==> src/rtl/util_fifo_axis_reader_if.sv <==
`default_nettype none
// ============================================================================
// Interface : util_fifo_axis_reader_if
// Purpose   : FIFO read port plus AXI-Stream master bundle for util_fifo_axis_reader
// Revision  : 1.0
// ============================================================================
interface util_fifo_axis_reader_if #(
    parameter int DATA_WIDTH = 32,
    parameter int DEPTH      = 128
);
    logic [DATA_WIDTH-1:0]     fifo_dout;
    logic [$clog2(DEPTH):0]    fifo_dcnt;
    logic                      fifo_empty;
    logic                      fifo_rden;
    logic [DATA_WIDTH-1:0]     m_axis_tdata;
    logic                      m_axis_tvalid;
    logic                      m_axis_tready;
    logic                      m_axis_tlast;
    logic                      pkt_done;

    modport master (
        input  fifo_dout, fifo_dcnt, fifo_empty, m_axis_tready,
        output fifo_rden, m_axis_tdata, m_axis_tvalid, m_axis_tlast, pkt_done
    );

    modport slave (
        output fifo_dout, fifo_dcnt, fifo_empty, m_axis_tready,
        input  fifo_rden, m_axis_tdata, m_axis_tvalid, m_axis_tlast, pkt_done
    );
endinterface
`default_nettype wire

==> src/rtl/util_fifo_axis_reader.sv <==
`default_nettype none
// ============================================================================
// Module   : util_fifo_axis_reader
// Purpose  : drains a show-ahead FIFO into an AXI-Stream master, TLAST every PKT_LEN beats.
//            Define UTIL_FIFO_RD_PKTWAIT_EN to start a packet only when a whole one is queued.
// Revision : 1.0
// ============================================================================
module util_fifo_axis_reader #(
    parameter int DATA_WIDTH = 32,
    parameter int DEPTH      = 128,
    parameter int PKT_LEN    = 16
) (
    input  logic                       clk,
    input  logic                       rst_n,
    input  logic                       clr,
    util_fifo_axis_reader_if.master    bus
);

    localparam int                    c_BEAT_W    = (PKT_LEN > 1) ? $clog2(PKT_LEN) : 1;
    localparam int                    c_DCNT_W    = $clog2(DEPTH) + 1;
    localparam logic [c_BEAT_W-1:0]   c_LAST_BEAT = c_BEAT_W'(PKT_LEN - 1);

    typedef enum logic [0:0] {
        ST_IDLE   = 1'b0,
        ST_STREAM = 1'b1
    } state_t;

    state_t                  r_state;
    state_t                  w_state_nxt;
    logic [1:0]              r_occ;
    logic [DATA_WIDTH-1:0]   r_data0;
    logic [DATA_WIDTH-1:0]   r_data1;
    logic                    r_last0;
    logic                    r_last1;
    logic [c_BEAT_W-1:0]     r_beat;
    logic                    r_pkt_done;

    logic                    w_pop;
    logic                    w_pop_last;
    logic                    w_hs;
    logic                    w_start;

`ifdef UTIL_FIFO_RD_PKTWAIT_EN
    logic [c_DCNT_W-1:0]     w_dcnt;
    assign w_dcnt  = bus.fifo_dcnt;
    assign w_start = (32'(w_dcnt) >= 32'(PKT_LEN));
`else
    logic [c_DCNT_W-1:0]     w_dcnt_unused;
    assign w_dcnt_unused = bus.fifo_dcnt;
    assign w_start       = 1'b1;
`endif

    // Pop decision never looks at tready: the 2-deep buffer absorbs the stall.
    assign w_pop      = ~bus.fifo_empty & (r_occ < 2'd2) & (r_state == ST_STREAM) & ~clr & rst_n;
    assign w_pop_last = (r_beat == c_LAST_BEAT);
    assign w_hs       = (r_occ != 2'd0) & bus.m_axis_tready;

    always_comb begin
        w_state_nxt = r_state;
        case (r_state)
            ST_IDLE:   if (w_start)             w_state_nxt = ST_STREAM;
            ST_STREAM: if (w_pop && w_pop_last) w_state_nxt = ST_IDLE;
            default:                            w_state_nxt = ST_IDLE;
        endcase
    end

    always_ff @(posedge clk) begin
        if (!rst_n || clr) begin
            r_state <= ST_IDLE;
        end else begin
            r_state <= w_state_nxt;
        end
    end

    always_ff @(posedge clk) begin
        if (!rst_n || clr) begin
            r_occ      <= 2'd0;
            r_data0    <= '0;
            r_data1    <= '0;
            r_last0    <= 1'b0;
            r_last1    <= 1'b0;
            r_beat     <= '0;
            r_pkt_done <= 1'b0;
        end else begin
            r_pkt_done <= w_hs & r_last0;

            if (w_pop) begin
                r_beat <= w_pop_last ? '0 : r_beat + 1'b1;
            end

            // Entry 0 is always the head; entry 1 only holds a word while occ==2.
            case ({w_pop, w_hs})
                2'b10: begin
                    if (r_occ == 2'd0) begin
                        r_data0 <= bus.fifo_dout;
                        r_last0 <= w_pop_last;
                    end else begin
                        r_data1 <= bus.fifo_dout;
                        r_last1 <= w_pop_last;
                    end
                    r_occ <= r_occ + 2'd1;
                end
                2'b01: begin
                    r_data0 <= r_data1;
                    r_last0 <= r_last1;
                    r_occ   <= r_occ - 2'd1;
                end
                2'b11: begin
                    if (r_occ == 2'd1) begin
                        r_data0 <= bus.fifo_dout;
                        r_last0 <= w_pop_last;
                    end else begin
                        r_data0 <= r_data1;
                        r_last0 <= r_last1;
                        r_data1 <= bus.fifo_dout;
                        r_last1 <= w_pop_last;
                    end
                end
                default: begin
                end
            endcase
        end
    end

    assign bus.fifo_rden     = w_pop;
    assign bus.m_axis_tdata  = r_data0;
    assign bus.m_axis_tvalid = (r_occ != 2'd0);
    assign bus.m_axis_tlast  = r_last0;
    assign bus.pkt_done      = r_pkt_done;

endmodule
`default_nettype wire

==> src/flat_wrapper.sv <==
// flat-port wrapper written by rule: the top's interface ports become plain ports
module util_fifo_axis_reader_flat 
#(
    parameter int DATA_WIDTH = 32,
    parameter int DEPTH      = 128,
    parameter int PKT_LEN    = 16
)
  (clk, rst_n, clr, bus_fifo_dout, bus_fifo_dcnt, bus_fifo_empty, bus_m_axis_tready, bus_fifo_rden, bus_m_axis_tdata, bus_m_axis_tvalid, bus_m_axis_tlast, bus_pkt_done);
  util_fifo_axis_reader_if #(.DATA_WIDTH(DATA_WIDTH), .DEPTH(DEPTH)) bus_i ();
  input  logic clk;
  input  logic rst_n;
  input  logic clr;
  input wire logic [$bits(bus_i.fifo_dout)-1:0] bus_fifo_dout;
  input wire logic [$bits(bus_i.fifo_dcnt)-1:0] bus_fifo_dcnt;
  input wire logic [$bits(bus_i.fifo_empty)-1:0] bus_fifo_empty;
  input wire logic [$bits(bus_i.m_axis_tready)-1:0] bus_m_axis_tready;
  output wire logic [$bits(bus_i.fifo_rden)-1:0] bus_fifo_rden;
  output wire logic [$bits(bus_i.m_axis_tdata)-1:0] bus_m_axis_tdata;
  output wire logic [$bits(bus_i.m_axis_tvalid)-1:0] bus_m_axis_tvalid;
  output wire logic [$bits(bus_i.m_axis_tlast)-1:0] bus_m_axis_tlast;
  output wire logic [$bits(bus_i.pkt_done)-1:0] bus_pkt_done;
  assign bus_i.fifo_dout = bus_fifo_dout;
  assign bus_i.fifo_dcnt = bus_fifo_dcnt;
  assign bus_i.fifo_empty = bus_fifo_empty;
  assign bus_i.m_axis_tready = bus_m_axis_tready;
  assign bus_fifo_rden = bus_i.fifo_rden;
  assign bus_m_axis_tdata = bus_i.m_axis_tdata;
  assign bus_m_axis_tvalid = bus_i.m_axis_tvalid;
  assign bus_m_axis_tlast = bus_i.m_axis_tlast;
  assign bus_pkt_done = bus_i.pkt_done;
  util_fifo_axis_reader #(.DATA_WIDTH(DATA_WIDTH), .DEPTH(DEPTH), .PKT_LEN(PKT_LEN)) u_core (.clk(clk), .rst_n(rst_n), .clr(clr), .bus(bus_i));
endmodule
==> config.mk <==
export PLATFORM = sky130hd
export DESIGN_NAME = util_fifo_axis_reader_flat
export DESIGN_NICKNAME = d
export VERILOG_FILES = /design/src/rtl/util_fifo_axis_reader_if.sv /design/src/rtl/util_fifo_axis_reader.sv /design/src/flat_wrapper.sv
export SDC_FILE = /design/constraint.sdc
export NUM_CORES = 1
export LEC_CHECK = 0
export BUFFER_PORTS_ARGS = -buffer_cell sky130_fd_sc_hd__clkbuf_2
export CAP_MARGIN = 15
export CELL_PAD_IN_SITES_DETAIL_PLACEMENT = 0
export CELL_PAD_IN_SITES_GLOBAL_PLACEMENT = 2
export CORE_ASPECT_RATIO = 0.9
export CORE_MARGIN = 10
export CORE_UTILIZATION = 28
export CTS_CLUSTER_SIZE = 40
export DETAILED_ROUTE_END_ITERATION = 6
export PLACE_DENSITY = 0.75
export SLEW_MARGIN = 20
export SYNTH_ARGS = -nofsm -noshare
export SYNTH_HDL_FRONTEND = slang
export SYNTH_SLANG_ARGS = --single-unit
==> constraint.sdc <==
create_clock -name clk -period 2.4 [get_ports clk]
set_input_delay 0.24 -clock clk [delete_from_list [all_inputs] [get_ports clk]]
set_output_delay 0.24 -clock clk [all_outputs]
set_load 0.02 [all_outputs]
==> impl_results.md <==
- Clock Power Share: 0.497
- Most frequent cells after synthesis: dfxtp_1, o21ai_0, a21oi_1, clkbuf_1, nand3_1
- Share of power burned in registers: 0.427
- CTS root buf: clkbuf_16
- Internal: 2.27 mW
- Detailed-route DRC error count: 0
- RSZ-0062 raised after global routing: no
- First-pass GRT wire length: 18.1 mm
- Yosys top cell by area: dfxtp_1
- Final Slew Violations: 0
- Setup crit start kind: flop
- Vias: 3352
- Seq cells post-synth: 74
- Hold buffer count at CTS: 0
- Hold crit path type: in2reg
- P_sw: 680 uW
- Worst slew margin: 0.691
- Row cnt: 38
- Clock latency on the worst-skew pair: 0.33 ns
- Clock sink total: 74
- Clock tree buffer depth: 2
- Initial Utilization: 0.284
- Clock transition at path regs: 0.06 ns
- DP HPWL: 7.26 mm
- Share of cells above drive strength 1: 0.260
- Final instance area: 4310 um2
- CTS buffer count: 9
- Setup-failing EPs final: 0
- Ys async rst share: 0
- Number of synthesized flops with an enable pin: 0
- Logic pwr share: 0.075
- Tightest Pin Transition: 0.462 ns
- Max VDD drop: 0.000353 V
- Placed cell areas: 3950 um2
- CTS tree: done
- DR iter-0 viols: 279
- Yosys warnings: 0
- Skew final: 0.00765 ns
- Global route overflow: 0
- Period utilization: 0.907
- All-Layer GR Usage: 0.129
- Core Region: 12000 um2
- Die Width: 136 um
- Final Net Count: 512
- Switching part of the total: 0.230
- Mapped Nets: 457
- Max Cap Viol: 0
- # diodes: 0
- Die area: 17000 um2
- Placer Congestion: 0.734
- F_max: 459 MHz
- Routed Antenna Nets: 0
- P per Cell Area: 684 nW/um2
- Setup Crit Path Kind: reg2reg
- Top_reg_cell synth: dfxtp_1
- Synth cell types: 33
- Hold Path Depth: 3
- Total Power: 2.95 mW
- First-pass DRT Iterations: 4
- CP Max Fanout: 22
- Largest net degree at the start of global routing: 38
- Worst r2r path cells: 10
- Area share of the largest cell type after synthesis: 0.435
- CP arrival: 2.40 ns
- DP Worst Slack: -0.0348 ns
- Final hold violation count: 0
- Die Ht: 125 um
- Register area share after synthesis: 0.435
- Vias in the first global route: 3317
- Ranking of synthesized cells by area: dfxtp_1, o21ai_0, a311oi_1
- TNS Setup: 0 ns
- CP required: 2.63 ns
- Synth Instances: 405
- Routed WL per cell: 18.0 um
- CP endpoint kind: flop
- Status: finished clean
- I/O Pins: 81
- Initial antenna violation count: 0
- Drt via density: 5.36
- Layout area overhead: 26.6%
- Buffers on Ports: 72
- Drt total wl: 11.2 mm
- Count leader, synth: dfxtp_1
- Hold_ws: 0.156 ns
- Period minus WS final: 2.18 ns
- Synthesized area: 3400 um2
- Syn Area/Cell: 8.40 um2
- Leakage: 1.53 nW
- Setup WS post-layout: 0.224 ns
- H-tree depth: 3
## worst max-delay path: stages (launching register included)
cell	delay [ns]
dfxtp_1	0.37
inv_1	0.06
ha_1	0.20
nand2b_1	0.21
inv_2	0.12
buf_4	0.18
ha_1	0.18
nor2b_4	0.19
buf_12	0.18
o211ai_1	0.10
a311oi_1	0.28
## worst paths after layout
kind	start	end	slack [ns]
hold / removal	bus_fifo_dout[12]	u_core.r_data1[12]	0.16
hold reg to reg	u_core.r_data1[23]	u_core.r_data1[23]	0.48
setup reg to reg	u_core.r_occ[0]	u_core.bus.m_axis_tdata[3]	0.22
setup / recovery	u_core.r_occ[0]	u_core.bus.m_axis_tdata[3]	0.22
## repair_timing
| action | 4_1_cts | 5_1_grt |
|---|---|---|
| setup endpoints to repair | 2 | 44 |
| pin swaps | 0 | 2 |
| gates resized for setup | 1 | 6 |
| buffers inserted | 0 | 0 |
| gates cloned | 0 | 1 |
| hold endpoints to repair | 0 | 0 |
## layout by cell type (no fill, tap or decap), types with 2 or more instances in the layout
| cell type | synthesis | final |
|---|---|---|
| buf_4 | 0 | 19 |
| clkinv_4 | 0 | 2 |
| a311oi_1 | 33 | 33 |
| xor2_1 | 2 | 2 |
| dfxtp_1 | 74 | 73 |
| bufinv_16 | 0 | 2 |
| ha_1 | 7 | 7 |
| clkbuf_2 | 0 | 72 |
| nand3_1 | 34 | 34 |
| o21ai_0 | 68 | 68 |
| nor2_4 | 0 | 2 |
| inv_1 | 6 | 6 |
| nand2_1 | 3 | 3 |
| a21oi_1 | 37 | 37 |
| or3_1 | 2 | 2 |
| nor2_1 | 3 | 2 |
| nor3_1 | 33 | 33 |
| o211ai_1 | 33 | 33 |
| and3_1 | 2 | 2 |
| clkbuf_16 | 0 | 9 |
| buf_6 | 1 | 2 |
## kinds of logic (layout without fill, tap and decap cells)
kind of cell,Yosys count,after routing,synth area share
simple gates,87,88,0.134
fa+ha+maj,7,7,0.0257
flops,74,74,0.435
buf+inv,58,117,0.0699
xor+xnor,2,2,0.00515
compound gates,177,177,0.330
## state kept, by name (all words and copies together), names as in the netlist
signal / count
u_core.bus.m_axis_tdata: 32
u_core.bus.m_axis_tlast: 1
u_core.bus.pkt_done: 1
u_core.r_beat: 4
u_core.r_data1: 32
u_core.r_last1: 1
u_core.r_occ: 2
u_core.r_state: 1
## through the flow
stage	utilization	cells
finish	0.360	625
global route	0.360	625
CTS	0.357	624
detailed placement	0.329	608
global placement	0.329	608
floorplan	-	405
## power by group through the flow
stage	sequential [mW]	clock [mW]	combinational, mW
after CTS	1.26	1.50	0.222
after global routing	1.26	1.55	0.246
after floorplan	1.31	0	0.110
final	1.26	1.47	0.222
after global placement	1.29	0	0.221
after detailed placement	1.29	0	0.221
## routing by layer
| layer | global-route usage | share of wire |
|---|---|---|
| met1 | 0.174 | 0.48 |
| met2 | 0.197 | 0.45 |
| met3 | 0.0315 | 0.054 |
| met4 | 0.0407 | 0.010 |
| met5 | 0 | 0 |
## cell type report
type                            instances  area, um2
Fill cell                            1288       7670
Multi-Input combinational cell        274       1730
Sequential cell                        74       1480
Timing Repair Buffer                   94        546
Clock buffer                           10        239
Tap cell                              160        200
Clock inverter                          6       90.1
Inverter                                7       26.3
No activity file was read; power rests on OpenSTA's default activity.
